===== config.mk =====
export PLATFORM = sky130hd
export DESIGN_NAME = router_out_arbiter_flat
export DESIGN_NICKNAME = d
export VERILOG_FILES = /design/src/rtl/router_pkg.sv /design/src/rtl/router_out_arbiter_if.sv /design/src/rtl/router_out_arbiter_rr_pick.sv /design/src/rtl/router_out_arbiter.sv /design/src/flat_wrapper.sv
export SDC_FILE = /design/constraint.sdc
export NUM_CORES = 1
export LEC_CHECK = 0
export ABC_AREA = 1
export CAP_MARGIN = 10
export CORE_UTILIZATION = 50
export CTS_CLUSTER_SIZE = 8
export DETAILED_ROUTE_END_ITERATION = 10
export GPL_TIMING_DRIVEN = 1
export PLACE_DENSITY = 0.73
export RECOVER_POWER = 100
export REMOVE_ABC_BUFFERS = 1
export SETUP_SLACK_MARGIN = 0.4
export SLEW_MARGIN = 20
export SYNTH_ARGS = -nofsm -noshare
export SYNTH_HDL_FRONTEND = slang
export SYNTH_SLANG_ARGS = --single-unit

===== constraint.sdc =====
create_clock -name clock -period 3 [get_ports clock]
set_input_delay 0.6 -clock clock [delete_from_list [all_inputs] [get_ports clock]]
set_output_delay 0.6 -clock clock [all_outputs]
set_load 0.1 [all_outputs]

===== src/rtl/router_pkg.sv =====
// Shared router constants and the output-arbiter state encoding.
package router_pkg;

    localparam int NUM_PORTS    = 8;
    localparam int PORT_IDX_W   = 3;
    localparam int HDR_BITS     = 4;
    localparam int PAD_BITS     = 10;
    localparam int PAYLOAD_BITS = 32;
    localparam int PKT_BITS     = HDR_BITS + PAD_BITS + PAYLOAD_BITS;

    typedef enum logic [1:0] {
        IDLE  = 2'd0,
        GRANT = 2'd1,
        GAP   = 2'd2
    } arb_state_t;

endpackage


===== src/rtl/router_out_arbiter_if.sv =====
// Request/grant bundle between the input ports and one output-port arbiter.
interface router_out_arbiter_if
    import router_pkg::*;
#(
    parameter int NUM_IN = NUM_PORTS,
    parameter int IDX_W  = PORT_IDX_W
);
    logic [NUM_IN-1:0] req_i;
    logic [NUM_IN-1:0] pkt_done_i;
    logic [NUM_IN-1:0] gnt_o;
    logic [IDX_W-1:0]  gnt_idx_o;
    logic              busy_o;
    logic              timeout_o;

    // Input-port side: raises requests and end-of-packet pulses.
    modport master (
        output req_i,
        output pkt_done_i,
        input  gnt_o,
        input  gnt_idx_o,
        input  busy_o,
        input  timeout_o
    );

    // Arbiter side.
    modport slave (
        input  req_i,
        input  pkt_done_i,
        output gnt_o,
        output gnt_idx_o,
        output busy_o,
        output timeout_o
    );
endinterface


===== src/rtl/router_out_arbiter_rr_pick.sv =====
// Rotating priority encoder: first requester strictly after ptr, with wrap.
// The candidate index wraps by natural overflow, so NUM_IN must be 2**IDX_W.
module rr_pick #(
    parameter int NUM_IN = 8,
    parameter int IDX_W  = 3
) (
    input  logic [NUM_IN-1:0] req,
    input  logic [IDX_W-1:0]  ptr,
    output logic [NUM_IN-1:0] win_onehot,
    output logic [IDX_W-1:0]  win_idx,
    output logic              any_valid
);

    logic [IDX_W-1:0] cand;
    logic             found;

    // Scan ptr+1 .. ptr+NUM_IN; the pointer itself has lowest priority.
    always_comb begin
        win_onehot = '0;
        win_idx    = '0;
        found      = 1'b0;
        cand       = '0;
        for (int i = 1; i <= NUM_IN; i++) begin
            cand = ptr + IDX_W'(i);
            if (!found && req[cand]) begin
                found            = 1'b1;
                win_idx          = cand;
                win_onehot[cand] = 1'b1;
            end
        end
    end

    assign any_valid = |req;

endmodule


===== src/rtl/router_out_arbiter.sv =====
// Output-port scheduler: round-robin grant held per packet, watchdog,
// and a one-cycle gap between packets.
//
//   state | meaning
//   IDLE  | no grant; arbitrate among requesters this cycle
//   GRANT | winner owns the crossbar; watchdog running
//   GAP   | one dead cycle so the output frame returns high
//
// TIMEOUT must exceed a full packet (PKT_BITS) or the watchdog would cut
// legal traffic.
module router_out_arbiter
    import router_pkg::*;
#(
    parameter int NUM_IN  = NUM_PORTS,
    parameter int IDX_W   = PORT_IDX_W,
    parameter int TIMEOUT = 64
) (
    input  logic                clock,
    input  logic                reset_n,
    router_out_arbiter_if.slave arb
);

    localparam int              WD_W    = $clog2(TIMEOUT);
    localparam logic [WD_W-1:0] WD_LAST = WD_W'(TIMEOUT - 1);

    arb_state_t        state_q, state_nxt;
    logic [WD_W-1:0]   wd_q, wd_nxt;
    logic [IDX_W-1:0]  ptr_q, ptr_nxt;
    logic [IDX_W-1:0]  idx_q, idx_nxt;
    logic [NUM_IN-1:0] win_q, win_nxt;
    logic              timeout_q, timeout_nxt;

    logic [NUM_IN-1:0] pick_onehot;
    logic [IDX_W-1:0]  pick_idx;
    logic              pick_any;

    logic              win_done, win_drop, wd_expire;
    logic [NUM_IN-1:0] gnt;
    logic              busy;

    rr_pick #(
        .NUM_IN (NUM_IN),
        .IDX_W  (IDX_W)
    ) u_pick (
        .req        (arb.req_i),
        .ptr        (ptr_q),
        .win_onehot (pick_onehot),
        .win_idx    (pick_idx),
        .any_valid  (pick_any)
    );

    // Only the current winner's request and done pulse matter.
    assign win_done  = |(arb.pkt_done_i & win_q);
    assign win_drop  = ~|(arb.req_i & win_q);
    assign wd_expire = (wd_q == WD_LAST);

    // State, watchdog, round-robin pointer and winner registers.
    always_ff @(posedge clock or negedge reset_n) begin
        if (!reset_n) begin
            state_q   <= IDLE;
            wd_q      <= '0;
            ptr_q     <= IDX_W'(NUM_IN - 1);
            idx_q     <= '0;
            win_q     <= '0;
            timeout_q <= 1'b0;
        end else begin
            state_q   <= state_nxt;
            wd_q      <= wd_nxt;
            ptr_q     <= ptr_nxt;
            idx_q     <= idx_nxt;
            win_q     <= win_nxt;
            timeout_q <= timeout_nxt;
        end
    end

    // Next-state: arbitrate in IDLE, release on done/drop/expiry, one-cycle GAP.
    always_comb begin
        state_nxt   = state_q;
        wd_nxt      = wd_q;
        ptr_nxt     = ptr_q;
        idx_nxt     = idx_q;
        win_nxt     = win_q;
        timeout_nxt = 1'b0;
        unique case (state_q)
            IDLE: begin
                if (pick_any) begin
                    state_nxt = GRANT;
                    idx_nxt   = pick_idx;
                    win_nxt   = pick_onehot;
                    wd_nxt    = '0;
                end
            end
            GRANT: begin
                wd_nxt = wd_q + WD_W'(1);
                if (win_done || win_drop || wd_expire) begin
                    state_nxt   = GAP;
                    ptr_nxt     = idx_q;
                    // A packet that ends on the expiry cycle is a normal release.
                    timeout_nxt = wd_expire && !win_done && !win_drop;
                end
            end
            GAP: begin
                state_nxt = IDLE;
            end
            default: begin
                state_nxt = IDLE;
            end
        endcase
    end

    // Outputs: grant only while in GRANT, so reset drops it asynchronously.
    always_comb begin
        gnt  = '0;
        busy = 1'b0;
        if (state_q == GRANT) begin
            gnt  = win_q;
            busy = 1'b1;
        end
    end

    assign arb.gnt_o     = gnt;
    assign arb.busy_o    = busy;
    assign arb.gnt_idx_o = idx_q;
    assign arb.timeout_o = timeout_q;

    // More than one grant at a time would short two inputs onto the crossbar.
    a_gnt_onehot0: assert property (@(posedge clock) disable iff (!reset_n) $onehot0(gnt));

endmodule


===== src/flat_wrapper.sv =====
// flat-port wrapper written by rule: the top's interface ports become plain ports
module router_out_arbiter_flat import router_pkg::*;
#(
    parameter int NUM_IN  = NUM_PORTS,
    parameter int IDX_W   = PORT_IDX_W,
    parameter int TIMEOUT = 64
)
  (clock, reset_n, arb_req_i, arb_pkt_done_i, arb_gnt_o, arb_gnt_idx_o, arb_busy_o, arb_timeout_o);
  router_out_arbiter_if #(.NUM_IN(NUM_IN), .IDX_W(IDX_W)) arb_i ();
  input  logic clock;
  input  logic reset_n;
  input wire logic [$bits(arb_i.req_i)-1:0] arb_req_i;
  input wire logic [$bits(arb_i.pkt_done_i)-1:0] arb_pkt_done_i;
  output wire logic [$bits(arb_i.gnt_o)-1:0] arb_gnt_o;
  output wire logic [$bits(arb_i.gnt_idx_o)-1:0] arb_gnt_idx_o;
  output wire logic [$bits(arb_i.busy_o)-1:0] arb_busy_o;
  output wire logic [$bits(arb_i.timeout_o)-1:0] arb_timeout_o;
  assign arb_i.req_i = arb_req_i;
  assign arb_i.pkt_done_i = arb_pkt_done_i;
  assign arb_gnt_o = arb_i.gnt_o;
  assign arb_gnt_idx_o = arb_i.gnt_idx_o;
  assign arb_busy_o = arb_i.busy_o;
  assign arb_timeout_o = arb_i.timeout_o;
  router_out_arbiter #(.NUM_IN(NUM_IN), .IDX_W(IDX_W), .TIMEOUT(TIMEOUT)) u_core (.clock(clock), .reset_n(reset_n), .arb(arb_i));
endmodule

==> qor.log <==
INFO  outcome        run_status=complete, no violations
INFO  job            maxCapViolCount=0
INFO  critical_path  cp.arrival=2060ps
INFO  layout         layout.cells.most_common_list=nand2_1 (135), nor2_1 (73), inv_1 (58), nand3_1 (49), dfrtp_1 (20)
INFO  clock_tree     clock-sinks=23
INFO  layout         fill_cells=555
INFO  layout         n_diodes=0
INFO  clock_tree     cts_max_path_buffers=2
INFO  sta            maxClockFrequency=375.9MHz
INFO  critical_path  worstSetupPathType=reg2out
INFO  grt            grt_antenna_before_repair=0
INFO  worst_hold_path min_path_type=reg2reg
INFO  clock_tree     path_clk_slew=90ps
INFO  sta            report.final.slew_viol_count=0
INFO  die            core_area=0.005107mm²
INFO  clock_tree     cts.htree.levels=1
INFO  critical_path  r2r_start=u_core.ptr_q[0]
INFO  critical_path  crit_required=2400ps
INFO  synth          cells_taking_the_most_area_after_synthesis=nand2_1 (19%), dfrtp_1 (19%), nor2_1 (10%), nand3_1 (9.9%), inv_1 (8.2%)
INFO  die            initial_core_util=0.5169
INFO  critical_path  worst_setup_path_startpoint=u_core.state_q[1]
INFO  route          detail-route-antenna-nets=0
INFO  sta            final.setup.worst_slack=339.8ps
INFO  layout         final_common_cell=nand2_1
INFO  synth          post-synth-top-area-cell=nand2_1
INFO  grt            vias_in_the_first_global_route=2753
INFO  clock_tree     clkLatencyLatePin=270ps
INFO  route          dr.pass1.iters=5
INFO  clock_tree     cts-buffers-inserted=3
INFO  die            num_rows=26
INFO  grt            grt_remaining_overflow=0
INFO  place          finalWeightedCongestion=0.9037
INFO  sta            max_slew_headroom=0.1504
INFO  synth          netlist-cell-type-count=33
INFO  layout         drive_above_1_share=0.1348
INFO  sta            period_share=0.8867
INFO  worst_hold_path hold_path_startpoint=u_core.arb.gnt_idx_o[0]
INFO  die            die_y=74.67µm
INFO  route          detail_route.iter0.violations=216
INFO  place          port_buffers=30
INFO  layout         nNetsFinal=523
INFO  synth          synth.avg_cell_area=5.727µm²
INFO  route          vias_per_cell=5.545
INFO  critical_path  crit_fanout=12
INFO  synth          synth-seq-cells=23
INFO  route          vias=3144
INFO  route          routed_wire_length_per_instance=14.99µm
INFO  sta            period_minus_slack=2660ps
INFO  sta            setup_violations=0
INFO  critical_path  endpoint_kind=output port
INFO  die            boundary_pin_count=31
INFO  synth          ys.warnings.count=0
INFO  synth          synth_cells=461
INFO  critical_path  worst_setup_path_start_kind=flop
INFO  sta            worst_clock_skew=8.135ps
INFO  place          placement.setup.worst_slack=166.4ps
INFO  sta            finalHoldViolations=0
INFO  grt            grt_start_max_net_pins=24
INFO  sta            worst_slew_pin_slew=1274ps
INFO  clock_tree     postCtsHoldBufs=0
INFO  die            floorplan.die_area=0.005575mm²
INFO  die            die_w=74.67µm
INFO  synth          synth_largest_type_area_fraction=0.1905
INFO  layout         total_area_of_multi_input_combinational_cells=0.001789mm²
INFO  clock_tree     cts_tree=built
INFO  layout         layout.area.seq=579.3µm²
INFO  layout         area_growth_syn_to_layout=18.67%
INFO  grt            grt_pass1_wl=13010µm
INFO  critical_path  r2r_setup_slack=460ps
INFO  synth          total_standard_cell_area_after_synthesis=0.002640mm²
INFO  place          post-dp-hpwl=6462µm
INFO  clock_tree     cts-root-buf=clkbuf_8
INFO  sta            grt_setup_unrepaired=yes
INFO  route          totalWireLength=8499µm
INFO  grt            grtUsageTotal=0.3111
INFO  synth          seq_area_frac_synth=0.2194
INFO  route          post-route-drc-count=0
final cells by class:
class                   instances  area share
clock buffers                   3     0.01318
clock inverters                 1    0.001597
inverters                      64     0.07947
multi-input cells             359      0.5711
flip-flops and latches         23      0.1849
well taps                      70     0.02796
repair buffers                 47      0.1218
cell families (layout without fill, tap and decap cells):
family	after synthesis	in the layout	synth area share
buffers and inverters	79	115	0.1289
and+or+nand+nor	316	316	0.5436
adders and majority gates	7	7	0.03317
AOI/OAI and AO/OA	36	36	0.07489
DFF	23	23	0.2194
flip-flops by register name, indices dropped and copies added, names as in the netlist:
signal	flops
u_core.ptr_q	3
u_core.arb.gnt_idx_o	3
u_core.arb.timeout_o	1
u_core.win_q	8
u_core.state_q	2
u_core.wd_q	6
path summary, 6_finish.rpt:
kind | end | depth (start not counted)
worst max-delay path | arb_gnt_o[6] | 4
worst min-delay path | u_core.arb.gnt_idx_o[0] | 2
worst max register to register | u_core.win_q[1] | 15
worst min register to register | u_core.arb.gnt_idx_o[0] | 2
max in group asynchronous | u_core.win_q[7] | 2
min in group asynchronous | u_core.state_q[1] | 2
routing by layer:
metal,global-route usage,vias up,routed length (µm)
met5,0,-,0
met4,0.09224,0,200
met3,0.04418,22,537
met2,0.5355,125,4032
met1,0.4050,1451,3728
li1,-,1546,-
per-stage QoR:
step	TNS, ps	utilization	area, µm²	instances	hold WS [ps]
detailed placement	0	0.5865	2995	559	516.0
CTS	0	0.6063	3097	566	536.6
finish	0	0.6134	3133	567	535.7
floorplan	-12240	-	2542	446	304.4
global placement	0	0.5865	2995	559	509.3
global route	0	0.6134	3133	567	572.0
synthesized netlist by cell type, drive strengths merged:
| library cell | n |
|---|---|
| a211oi | 1 |
| a21oi | 11 |
| a22o | 1 |
| buf | 10 |
| clkbuf | 5 |
| clkinv | 1 |
| dfrtp | 20 |
| dfstp | 3 |
| ha | 7 |
| inv | 63 |
| nand2 | 147 |
| nand3 | 55 |
| nand3b | 1 |
| nand4 | 15 |
| nor2 | 78 |
| nor3 | 17 |
| nor4 | 2 |
| o21ai | 19 |
| o22ai | 3 |
| o32ai | 1 |
| or2 | 1 |
worst max-delay path, stage by stage (launching register included):
cell and delay, ps:
dfrtp_1 390, nor2_1 440, inv_1 320, nor2_1 160, clkbuf_2 470
what timing repair did:
item / 4_1_cts / 5_1_grt
setup buffers: 3 / 1
pin swaps: 1 / 2
setup endpoints to repair: 9 / 18
gates resized for setup: 6 / 22
Power is not shown: default switching activity piles up to over one toggle a cycle in this logic, so the estimate is an artifact.
